## src/rtl/bcd_count_sequencer.sv

```systemverilog
// bcd_count_sequencer: command-driven DIGITS-wide cascaded BCD up/down counter.
// STOP / RUN_UP / RUN_DOWN / LOAD arrive over valid/ready; steps are paced by a prescaler.
// Build option: define BCD_AUTO_REVERSE_EN to bounce between the bounds (toggle direction,
// hold value) instead of the WRAP-selected wrap/halt behaviour.
module bcd_count_sequencer #(
    parameter int unsigned DIGITS   = 2,
    parameter int unsigned PRESCALE = 4,
    parameter int unsigned WRAP     = 1
) (
    input  logic                clk,
    input  logic                rst,
    input  logic                cmd_valid,
    output logic                cmd_ready,
    input  logic [1:0]          cmd_op,
    input  logic [4*DIGITS-1:0] cmd_data,
    output logic [4*DIGITS-1:0] bcd_out,
    output logic                up_down,
    output logic                running,
    output logic                tc_pulse,
    output logic                cmd_err
);

    localparam int unsigned   BW       = 4 * DIGITS;
    localparam int unsigned   PW       = (PRESCALE > 1) ? $clog2(PRESCALE) : 1;
    localparam logic [PW-1:0] PRE_LAST = PW'(PRESCALE - 1);
    localparam logic [BW-1:0] BCD_MAX  = {DIGITS{4'd9}};

    localparam logic [1:0] OP_STOP     = 2'b00;
    localparam logic [1:0] OP_RUN_UP   = 2'b01;
    localparam logic [1:0] OP_RUN_DOWN = 2'b10;
    localparam logic [1:0] OP_LOAD     = 2'b11;

    typedef enum logic [1:0] {
        ST_IDLE = 2'd0,
        ST_RUN  = 2'd1,
        ST_LOAD = 2'd2,
        ST_HALT = 2'd3
    } state_t;

    state_t        state_q, state_d;
    logic [BW-1:0] bcd_q, bcd_d;
    logic [BW-1:0] preset_q, preset_d;
    logic          up_q, up_d;
    logic [PW-1:0] presc_q, presc_d;
    logic          ret_run_q, ret_run_d;
    logic          tc_q, tc_d;
    logic          err_q, err_d;
    logic          running_q, ready_q;

    logic [BW-1:0] inc_c, dec_c;
    logic          carry_c, borrow_c, data_ok_c;
    logic          accept_c, bad_load_c, take_c, at_bound_c;

    // Ripple BCD increment/decrement of the count and digit check of the LOAD preset
    always_comb begin
        inc_c     = bcd_q;
        dec_c     = bcd_q;
        carry_c   = 1'b1;
        borrow_c  = 1'b1;
        data_ok_c = 1'b1;
        for (int i = 0; i < int'(DIGITS); i++) begin
            if (carry_c) begin
                inc_c[4*i +: 4] = (bcd_q[4*i +: 4] == 4'd9) ? 4'd0 : bcd_q[4*i +: 4] + 4'd1;
                carry_c         = (bcd_q[4*i +: 4] == 4'd9);
            end
            if (borrow_c) begin
                dec_c[4*i +: 4] = (bcd_q[4*i +: 4] == 4'd0) ? 4'd9 : bcd_q[4*i +: 4] - 4'd1;
                borrow_c        = (bcd_q[4*i +: 4] == 4'd0);
            end
            if (cmd_data[4*i +: 4] > 4'd9) begin
                data_ok_c = 1'b0;
            end
        end
    end

    assign at_bound_c = up_q ? (bcd_q == BCD_MAX) : (bcd_q == '0);
    assign accept_c   = cmd_valid && ready_q;
    assign bad_load_c = accept_c && (cmd_op == OP_LOAD) && !data_ok_c;
    assign take_c     = accept_c && !bad_load_c;

    // Next-state: accepted commands win over stepping; a rejected LOAD only flags cmd_err
    always_comb begin
        state_d   = state_q;
        bcd_d     = bcd_q;
        preset_d  = preset_q;
        up_d      = up_q;
        presc_d   = presc_q;
        ret_run_d = ret_run_q;
        tc_d      = 1'b0;
        err_d     = bad_load_c;

        if (take_c) begin
            presc_d = '0;
            case (cmd_op)
                OP_STOP: begin
                    state_d = ST_IDLE;
                end
                OP_RUN_UP, OP_RUN_DOWN: begin
                    up_d    = (cmd_op == OP_RUN_UP);
                    state_d = ST_RUN;
                end
                default: begin
                    preset_d  = cmd_data;
                    ret_run_d = (state_q == ST_RUN);
                    state_d   = ST_LOAD;
                end
            endcase
        end else begin
            case (state_q)
                ST_LOAD: begin
                    bcd_d   = preset_q;
                    state_d = ret_run_q ? ST_RUN : ST_IDLE;
                end
                ST_RUN: begin
                    if (presc_q == PRE_LAST) begin
                        presc_d = '0;
                        if (at_bound_c) begin
                            tc_d = 1'b1;
`ifdef BCD_AUTO_REVERSE_EN
                            up_d = !up_q;
`else
                            if (WRAP != 0) begin
                                bcd_d = up_q ? '0 : BCD_MAX;
                            end else begin
                                state_d = ST_HALT;
                            end
`endif
                        end else begin
                            bcd_d = up_q ? inc_c : dec_c;
                        end
                    end else begin
                        presc_d = presc_q + PW'(1);
                    end
                end
                default: ;
            endcase
        end
    end

    // State, datapath and registered status outputs
    always_ff @(posedge clk or posedge rst) begin
        if (rst) begin
            state_q   <= ST_IDLE;
            bcd_q     <= '0;
            preset_q  <= '0;
            up_q      <= 1'b1;
            presc_q   <= '0;
            ret_run_q <= 1'b0;
            tc_q      <= 1'b0;
            err_q     <= 1'b0;
            running_q <= 1'b0;
            ready_q   <= 1'b1;
        end else begin
            state_q   <= state_d;
            bcd_q     <= bcd_d;
            preset_q  <= preset_d;
            up_q      <= up_d;
            presc_q   <= presc_d;
            ret_run_q <= ret_run_d;
            tc_q      <= tc_d;
            err_q     <= err_d;
            running_q <= (state_d == ST_RUN);
            ready_q   <= (state_d != ST_LOAD);
        end
    end

    assign cmd_ready = ready_q;
    assign bcd_out   = bcd_q;
    assign up_down   = up_q;
    assign running   = running_q;
    assign tc_pulse  = tc_q;
    assign cmd_err   = err_q;

endmodule

```

## config.mk

```make
export PLATFORM = sky130hd
export DESIGN_NAME = bcd_count_sequencer
export DESIGN_NICKNAME = d
export VERILOG_FILES = /design/src/rtl/bcd_count_sequencer.sv
export SDC_FILE = /design/constraint.sdc
export NUM_CORES = 1
export LEC_CHECK = 0
export BUFFER_PORTS_ARGS = -buffer_cell sky130_fd_sc_hd__clkbuf_2
export CAP_MARGIN = 20
export CELL_PAD_IN_SITES_DETAIL_PLACEMENT = 1
export CELL_PAD_IN_SITES_GLOBAL_PLACEMENT = 1
export CORE_MARGIN = 5
export CORE_UTILIZATION = 43
export CTS_CLUSTER_SIZE = 8
export DETAILED_ROUTE_END_ITERATION = 8
export GPL_ROUTABILITY_DRIVEN = 1
export PLACE_DENSITY_LB_ADDON = 0.1
export SYNTH_ARGS = -nofsm -noshare
export SYNTH_HDL_FRONTEND = slang
export SYNTH_SLANG_ARGS = --single-unit
export TNS_END_PERCENT = 5
```

## constraint.sdc

```tcl
create_clock -name clk -period 2 [get_ports clk]
set_clock_uncertainty 0.05 [all_clocks]
set_input_delay 0.4 -clock clk [delete_from_list [all_inputs] [get_ports clk]]
set_output_delay 0.4 -clock clk [all_outputs]
set_load 0.01 [all_outputs]
```

==> flow_summary.ini, run 1 <==
[sta]
slew_headroom_pct = 76.25
final_hold_viol_count = 0
setup_tns_ps = 0
clock.fmax_mhz = 537.7
fin_ws_ps = 140.2
fin_crit_sh_pct = 92.99
hold_slack_ps = 106.0
rsz0062_at_grt = no
tightestPinTransition_ps = 356.3
setup_viol = 0
slew_viol_final = 0
period_minus_slack_ps = 1860

[grt]
grt_max_degree = 27
grt_usage_pct = 16.81
grt_pass1_vias = 1459
grt_pass1_wl_mm = 6.906
antenna_found_initial = 0
grt_overflow_total = 0

[setup_path]
crit_path_end_kind = register
r2r-start = up_down
crit_type = register to register
worstPathRequired_ps = 2100
cp-startpoint = up_down
critPathLaunchType = register
arrival_ps = 1960
worst-r2r-setup-slack_ps = 140
path_max_fanout = 15

[logic_synthesis]
synth.largest_area_cell = dfrtp_1
ys_top_cells_by_area = dfrtp_1 38%, mux2_2 8.4%, ha_1 5.5%
yosys_register_bits = 26
ys_seq_area_share_pct = 40.81
yosys-top-cells-count = 24 x dfrtp_1, 15 x nor2_1, 14 x o21ai_0
synth.avg_cell_area_um2 = 9.526
synth_top_area_share_pct = 37.53
synth_warnings = 0
synth_edf_count = 0
synth_nets = 188
ys.flop_type = dfrtp_1
synth_cells = 168
syn_area_mm2 = 0.001600
netlist-cell-type-count = 43
synth_most_common_cell = dfrtp_1
async_reset_ff_share_pct = 100.0

[clocking]
cts_setup_buffers = 0
clock-root-buffer = clkbuf_8
clockBufferDepth = 2
cts_resized = 0
cts_buffers = 3
postCtsHoldBufs = 0
cts_tree = done
clock_sinks = 26
clkLatencyLatePin_ps = 270
htreeDepth = 1
path_clk_slew_ps = 80

[min_path]
hold_class = input port to asynchronous set/reset pin

[route]
dr.pass1.iters = 4
route.met3.wl_um = 104
wl_met2_mm = 1.957
vias_per_cell = 5.496
vias = 1352
m1WireLength_mm = 1.861
wirelength_mm = 3.978
drc = 0
wl_per_cell_um = 16.17
drtIter0Drc = 87
drtAntennaViolNets = 0
top_layer = met4

[finish]
fillers = 456
fin_nets = 219
drive_gt1_share_pct = 29.29
area_growth_pct = 16.73
seq_area_um2 = 653.1
antenna_cells = 0
final_cells = 246
multi_input_area_um2 = 853.3

[floorplan]
start_util_pct = 44.04
io-pin-count = 26
die-height_um = 71.01
core_area_mm2 = 0.003633
fp-row-count = 22
die_area_mm2 = 0.005042
fp.dieW_um = 71.01

[placed_design]
placedCellCount = 242
gp_congestion = 0.7955
portBuffers = 25
pre_cts_ws_ps = 22.52
hpwl_mm = 3.073

[pwr]
p_leak_nw = 0.8633
peakVddDrop_mv = 0.4822
power_mw = 2.376
power.density_mw_per_mm2 = 1272

[run_status]
run_status = finished clean

[run]
cap_violations = 0
## where the power goes
part | internal [mW] | leakage [nW] | switching [mW] | total [mW]
Clock | 0.142 | 0.0228 | 0.155 | 0.298
Sequential | 0.700 | 0.320 | 0.198 | 0.898
Combinational | 0.537 | 0.521 | 0.643 | 1.18
## per-stage QoR
step | instance area [µm²] | utilization (%)
floorplan | 1600 | -
global placement | 1823 | 50.17
detailed placement | 1823 | 50.17
CTS | 1868 | 51.41
global route | 1868 | 51.41
finish | 1868 | 51.41
## path summary, 6_finish.rpt
check                              endpoint  depth (start not counted)
worst max-delay path             bcd_out[2]                          6
worst min-delay path            preset_q[1]                          3
worst max register to register   bcd_out[2]                          6
worst min register to register  preset_q[2]                          1
max in group asynchronous           up_down                          3
min in group clk                preset_q[4]                          2
## sequential cells by signal, summed over array words and instances, names as in the netlist
| name | flops |
|---|---|
| running | 1 |
| bcd_out | 8 |
| cmd_err | 1 |
| ret_run_q | 1 |
| up_down | 1 |
| cmd_ready | 1 |
| preset_q | 8 |
| tc_pulse | 1 |
| state_q | 2 |
| presc_q | 2 |
## metal layers
| metal | vias to the layer above | global-route usage (%) |
|---|---|---|
| met4 | 0 | 5.637 |
| met1 | 649 | 22.10 |
| met2 | 24 | 28.84 |
| met5 | - | 0 |
| li1 | 673 | - |
| met3 | 6 | 1.705 |
## final cells by class
type	count	share of cell area, %
tap	48	3.215
inverter	9	1.808
clock buffer	4	2.411
timing repair buffer	38	11.92
multi-input combinational	121	45.68
sequential	26	34.96
## cell families after synthesis
group           synth area share, %
flops                         40.81
fa+ha+maj                     5.473
xor+xnor                      1.642
mux                           10.95
buf+inv                       5.863
simple gates                  17.44
compound gates                17.83
## layout by cell type (no fill, tap or decap), drive strengths merged, types with 3 or more instances in the layout
master / count
mux2: 12
nor2: 15
ha: 7
buf: 13
o21ai: 15
inv: 9
a21oi: 3
clkbuf: 29
mux2i: 4
nor3: 4
o22ai: 3
nand2: 11
a31oi: 5
o211ai: 4
nand3: 5
nor4: 3
a22o: 3
dfrtp: 24
## critical path, cell delays in order (launching register included)
cell and delay [ps]:
dfstp_2 620, buf_4 220, or3_1 150, o22ai_1 80
a31oi_1 230, a21oi_1 120, mux2_2 270
No activity file was read; power rests on OpenSTA's default activity.
==> run 2: changes to the inputs <==
--- a/config.mk
+++ b/config.mk
@@ -9,8 +9,8 @@
 export CAP_MARGIN = 20
 export CELL_PAD_IN_SITES_DETAIL_PLACEMENT = 1
 export CELL_PAD_IN_SITES_GLOBAL_PLACEMENT = 1
-export CORE_MARGIN = 5
-export CORE_UTILIZATION = 43
+export CORE_MARGIN = 2
+export CORE_UTILIZATION = 38
 export CTS_CLUSTER_SIZE = 8
 export DETAILED_ROUTE_END_ITERATION = 8
 export GPL_ROUTABILITY_DRIVEN = 1
==> constraint.sdc (replaced) <==
create_clock -name clk -period 1.5 [get_ports clk]
set_clock_uncertainty 0.05 [all_clocks]
set_input_delay 0.3 -clock clk [delete_from_list [all_inputs] [get_ports clk]]
set_output_delay 0.3 -clock clk [all_outputs]
set_load 0.01 [all_outputs]
==> run 2 against run 1 <==
  * The flow now finishes with violations (hold timing, setup timing)
  * Final cell count increased by 14%
  * Final area increased by 18%
  * Routed wire length increased by 14%
  * Power increased by 53%
  * Critical path type unchanged
  * Highest routed layer unchanged
==> flow_summary.ini, run 2 (synthesis gave the netlist of run 1 again) <==
[run_status]
run_status = complete, but fails checks
violations = hold timing, setup timing

[finish]
fin_nets = 252
final_cell_mix = 43 x buf_4, 25 x clkbuf_2, 24 x dfrtp_1
multi_input_area_um2 = 912.1
seq_area_um2 = 653.1
drive_gt1_share_pct = 43.72
fillers = 475
final_common_cell = buf_4
final_cells = 281
antenna_cells = 0
area_growth_pct = 37.37

[pwr]
comb_power_share_pct = 55.6
p_sw_share_pct = 40.41
power.density_mw_per_mm2 = 1656
power.internal_mw = 2.169
peakVddDrop_mv = 0.5855
seqPwrFrac_pct = 31.4
p_clk_share_pct = 12.9
p_switching_mw = 1.471
p_leak_nw = 1.040

[grt]
grt_max_degree = 27
grt_overflow_total = 0
grt_pass1_vias = 1685
antenna_found_initial = 0
grt_usage_pct = 21.10
grt_pass1_wl_mm = 7.479

[sta]
setup_viol = 10
tightestPinTransition_ps = 380.6
setup_tns_ps = -1399
final_hold_viol_count = 6
slew_viol_final = 0
fin_crit_sh_pct = 115.0
fin_ws_ps = -224.5
rsz0062_at_grt = yes
slew_headroom_pct = 74.63
period_minus_slack_ps = 1725
hold_slack_ps = -4.504
clock.fmax_mhz = 579.9

[placed_design]
placedCellCount = 277
portBuffers = 25
gp_congestion = 0.8499
hpwl_mm = 3.612

[clocking]
clock_sinks = 26
path_clk_slew_ps = 100
postCtsHoldBufs = 0
clockBufferDepth = 2
cts_tree = done
htreeDepth = 1
cts_buffers = 3
clkLatencyLatePin_ps = 280
clock-root-buffer = clkbuf_8
cts_setup_buffers = 0

[setup_path]
r2r-start = up_down
arrival_ps = 1840
crit_path_end_kind = register
cpPeakStageDelay_ps = 600
cp.depth = 4
worstPathRequired_ps = 1610
cp-startpoint = up_down
worst-r2r-setup-slack_ps = -220
critPathTopFamily = compound AO/OA/AOI/OAI gates
path_max_fanout = 6
path_buf_inv = 0
crit_type = register to register
critPathLaunchType = register
r2r_cells = 4
path_cells = and3_4 -> o211ai_1 -> a211o_1 -> a221o_1
crit_end = bcd_out[5]
critPathSlowestCell = dfstp_2
timing.rr.end = bcd_out[5]

[min_path]
hold_class = input port to asynchronous set/reset pin

[floorplan]
fp-row-count = 23
fp.dieW_um = 68.90
start_util_pct = 39.72
die_area_mm2 = 0.004747
die-height_um = 68.90
io-pin-count = 26
core_area_mm2 = 0.004029

[route]
wl_per_cell_um = 16.11
drc = 0
drtIter0Drc = 56
wl_met2_mm = 2.397
vias_per_cell = 5.488
dr.pass1.iters = 4
vias = 1542
m1WireLength_mm = 1.950
route.met3.wl_um = 115
drtAntennaViolNets = 0
wirelength_mm = 4.526
top_layer = met4

[run]
cap_violations = 0
## run 2: cell type report
cell class / count / share of cell area (%)
Clock buffer: 4 / 2.504
Inverter: 9 / 1.537
Multi-Input combinational cell: 121 / 41.49
Sequential cell: 26 / 29.71
Tap cell: 50 / 2.846
Timing Repair Buffer: 71 / 21.91
## run 2: power groups by stage
stage	clock [mW]	sequential [mW]	combinational [mW]
after floorplan	0	1.15	1.10
after global placement	0	1.13	1.87
after detailed placement	0	1.15	1.97
after CTS	0.473	1.14	2.01
after global routing	0.512	1.18	2.24
final	0.471	1.14	2.03
## run 2: worst min path at each step
stage	start	endpoint	slack [ps]	cells after the start
2_1_floorplan	rst	bcd_out[0]	290	1
4_1_cts	rst	presc_q[1]	20	3
3_5_place_dp	rst	presc_q[1]	320	3
3_3_place_gp	rst	bcd_out[3]	300	3
5_1_grt	rst	tc_pulse	30	3
6_report	rst	tc_pulse	-5	3
## run 2: stage by stage
step	total power [mW]	worst slack (ps)	area [µm²]	util, %
floorplan	2.248	-162.8	1623	-
global placement	3.003	-251.1	2093	51.96
detailed placement	3.121	-321.5	2093	51.96
CTS	3.626	-239.8	2180	54.10
global route	3.930	-310.0	2198	54.57
finish	3.640	-224.5	2198	54.57
## run 2: worst min-delay path, cell delays in order
cell and delay [ps]:
clkbuf_2 80, inv_1 40, buf_4 320
## run 2: timing repair
| item | 4_1_cts | 5_1_grt |
|---|---|---|
| gates resized for setup | 6 | 4 |
| endpoints found under the hold margin | 0 | 0 |
| setup endpoints to repair | 13 | 16 |
| pin swaps | 6 | 0 |
## run 2: metal layers
metal  vias up  track usage, %
met2        25           40.02
met4         0           6.863
met5         -               0
li1        742               -
met1       768           24.19
met3         7           2.760
==> run 3: changes to the inputs <==
--- a/config.mk
+++ b/config.mk
@@ -5,12 +5,13 @@
 export SDC_FILE = /design/constraint.sdc
 export NUM_CORES = 1
 export LEC_CHECK = 0
+export ABC_AREA = 1
 export BUFFER_PORTS_ARGS = -buffer_cell sky130_fd_sc_hd__clkbuf_2
 export CAP_MARGIN = 20
 export CELL_PAD_IN_SITES_DETAIL_PLACEMENT = 1
 export CELL_PAD_IN_SITES_GLOBAL_PLACEMENT = 1
 export CORE_MARGIN = 2
-export CORE_UTILIZATION = 38
+export CORE_UTILIZATION = 36
 export CTS_CLUSTER_SIZE = 8
 export DETAILED_ROUTE_END_ITERATION = 8
 export GPL_ROUTABILITY_DRIVEN = 1
==> run 3 against run 2 <==
  * The run now ends clean
  * Clock power decreased by 1%
  * Largest cell class unchanged
  * Critical path type unchanged
  * Routed wire length decreased by 7.6%
  * Sequential cell count unchanged
  * Maximum frequency increased by 16%
  * Critical path depth increased by 4
==> flow_summary.ini, run 3 <==
[sta]
clock.fmax_mhz = 673.6
slew_viol_final = 0
fin_crit_sh_pct = 98.97
setup_viol = 0
final_hold_viol_count = 0
tightestPinTransition_ps = 343.5
slew_headroom_pct = 77.07
rsz0062_at_grt = yes
fin_ws_ps = 15.47
period_minus_slack_ps = 1485

[setup_path]
crit_top_cell = nand2_1
crit_path_end_kind = register
worstPathRequired_ps = 1670
path_buf_inv = 2
crit_type = register to register
path_cells = inv_2 -> ha_4 -> a21oi_2 -> buf_4 -> nand2_4 -> nor2_4 -> nand2_1 -> nand2_1
critPathLaunchType = register
critPathTopFamily = flip-flops
cpPeakStageDelay_ps = 460
path_max_fanout = 6
critPathSlowestCell = dfrtp_2
arrival_ps = 1660

[clocking]
htreeDepth = 1
cts_buffers = 3
path_clk_slew_ps = 90
postCtsHoldBufs = 0
cts_tree = done
clock_sinks = 26
clock-root-buffer = clkbuf_8
clkLatencyLatePin_ps = 270
clockBufferDepth = 2

[finish]
final_common_cell = nand2_1
fillers = 580
drive_gt1_share_pct = 25.48
area_growth_pct = 20.91
final_cell_mix = 92 x nand2_1, 26 x nand3_1, 24 x clkbuf_2
stdcell_area_mm2 = 0.001924
fin_nets = 280
antenna_cells = 0

[route]
wl_per_cell_um = 13.44
dr.pass1.iters = 4
wirelength_mm = 4.180
vias = 1500
drc = 0
drtAntennaViolNets = 0
vias_per_cell = 4.823
drtIter0Drc = 56

[logic_synthesis]
ys.flop_type = dfrtp_1
synth.avg_cell_area_um2 = 7.105
synth_most_common_cell = nand2_1
ys_top_cells_by_area = dfrtp_1 38%, nand2_1 22%, nand3_1 8.2%
synth.largest_area_cell = dfrtp_1
synth_nets = 244
ys_seq_area_share_pct = 41.04
synth_top_area_share_pct = 37.74
yosys-top-cells-count = 92 x nand2_1, 26 x nand3_1, 24 x dfrtp_1
syn_area_mm2 = 0.001592
synth_warnings = 0
synth_cells = 224
async_reset_ff_share_pct = 100.0
netlist-cell-type-count = 25
yosys_register_bits = 26
synth_edf_count = 0

[grt]
grt_pass1_wl_mm = 6.996
grt_usage_pct = 17.46
grt_max_degree = 27
antenna_found_initial = 0
grt_overflow_total = 0
grt_pass1_vias = 1561

[placed_design]
dpl_cell_area_mm2 = 0.001827
gp_congestion = 0.7889
hpwl_mm = 3.158
pre_cts_ws_ps = 27.21
portBuffers = 25

[floorplan]
die-height_um = 70.49
fp-row-count = 24
core_area_mm2 = 0.004294
start_util_pct = 37.06
fp.dieW_um = 70.49
die_area_mm2 = 0.004969
io-pin-count = 26

[min_path]
hold_class = input port to asynchronous set/reset pin

[run]
cap_violations = 0

[pwr]
p_leak_nw = 1.085
peakVddDrop_mv = 0.6857
power.density_mw_per_mm2 = 1941

[run_status]
run_status = finished clean
==> run 3: cell count changes after synthesis, sizes merged, moves of 4 or more <==
cell    before  now
mux2        12    0
a31oi        5    0
mux2i        4    0
nand2       11   99
inv          9   25
clkbuf       9    2
nand3        5   27
==> run 3: cell type report <==
class,instances,area [µm²],share of cell area [%]
clock buffer,4,55.05,2.861
inverter,26,98.84,5.137
multi-input combinational,167,838.3,43.56
sequential,26,655.6,34.07
tap,52,65.06,3.381
timing repair buffer,36,211.5,10.99
==> run 3: what timing repair did <==
item | CTS | global route
endpoints found under the setup margin | 0 | 8
gates resized for setup | 0 | 11
hold endpoints to repair | 0 | 0
setup buffers | 0 | 0
==> run 3: worst paths after layout <==
kind	endpoint	start	depth (start not counted)	slack [ps]
setup / recovery	bcd_out[7]	state_q[0]	8	20
hold / removal	cmd_err	rst	3	0.2
setup reg to reg	bcd_out[7]	state_q[0]	8	20
hold reg to reg	preset_q[6]	preset_q[6]	2	430
max in group asynchronous	up_down	rst	3	1100
min in group clk	preset_q[4]	cmd_data[4]	3	200
==> run 3: cell families (layout without fill, tap and decap cells) <==
family,count (synthesis),in the layout,synth area share (%)
buf+inv,31,66,8.569
simple gates,142,142,38.44
flops,26,26,41.04
compound gates,18,18,6.447
fa+ha+maj,7,7,5.503
==> run 3: metrics by stage <==
step	utilization (%)	hold slack (ps)	cells	setup TNS (ps)	total power [mW]
final	44.81	0.2293	311	0	3.736
after global routing	44.81	25.92	311	-273.4	4.111
after CTS	43.82	7.604	311	0	3.645
after detailed placement	42.54	311.8	307	0	3.169
after global placement	42.54	306.2	307	0	3.109
after floorplan	-	288.5	224	0	2.526
==> run 3: worst min-delay path, delay by kind of cell <==
family | cells | cell delay (ps)
buffers and inverters | 3 | 440
==> run 3: per-layer routing <==
metal	track usage [%]	vias up	wire, µm
li1	-	769	-
met1	22.57	696	1960
met2	29.25	25	2010
met3	3.463	10	121
met4	5.556	0	87
met5	0	-	0
==> run 3: power breakdown <==
group          total [mW]  internal, mW  switching, mW  leakage [nW]
logic                2.00         0.788           1.21         0.729
registers            1.28         0.984          0.292         0.327
clock network       0.464         0.235          0.229        0.0288
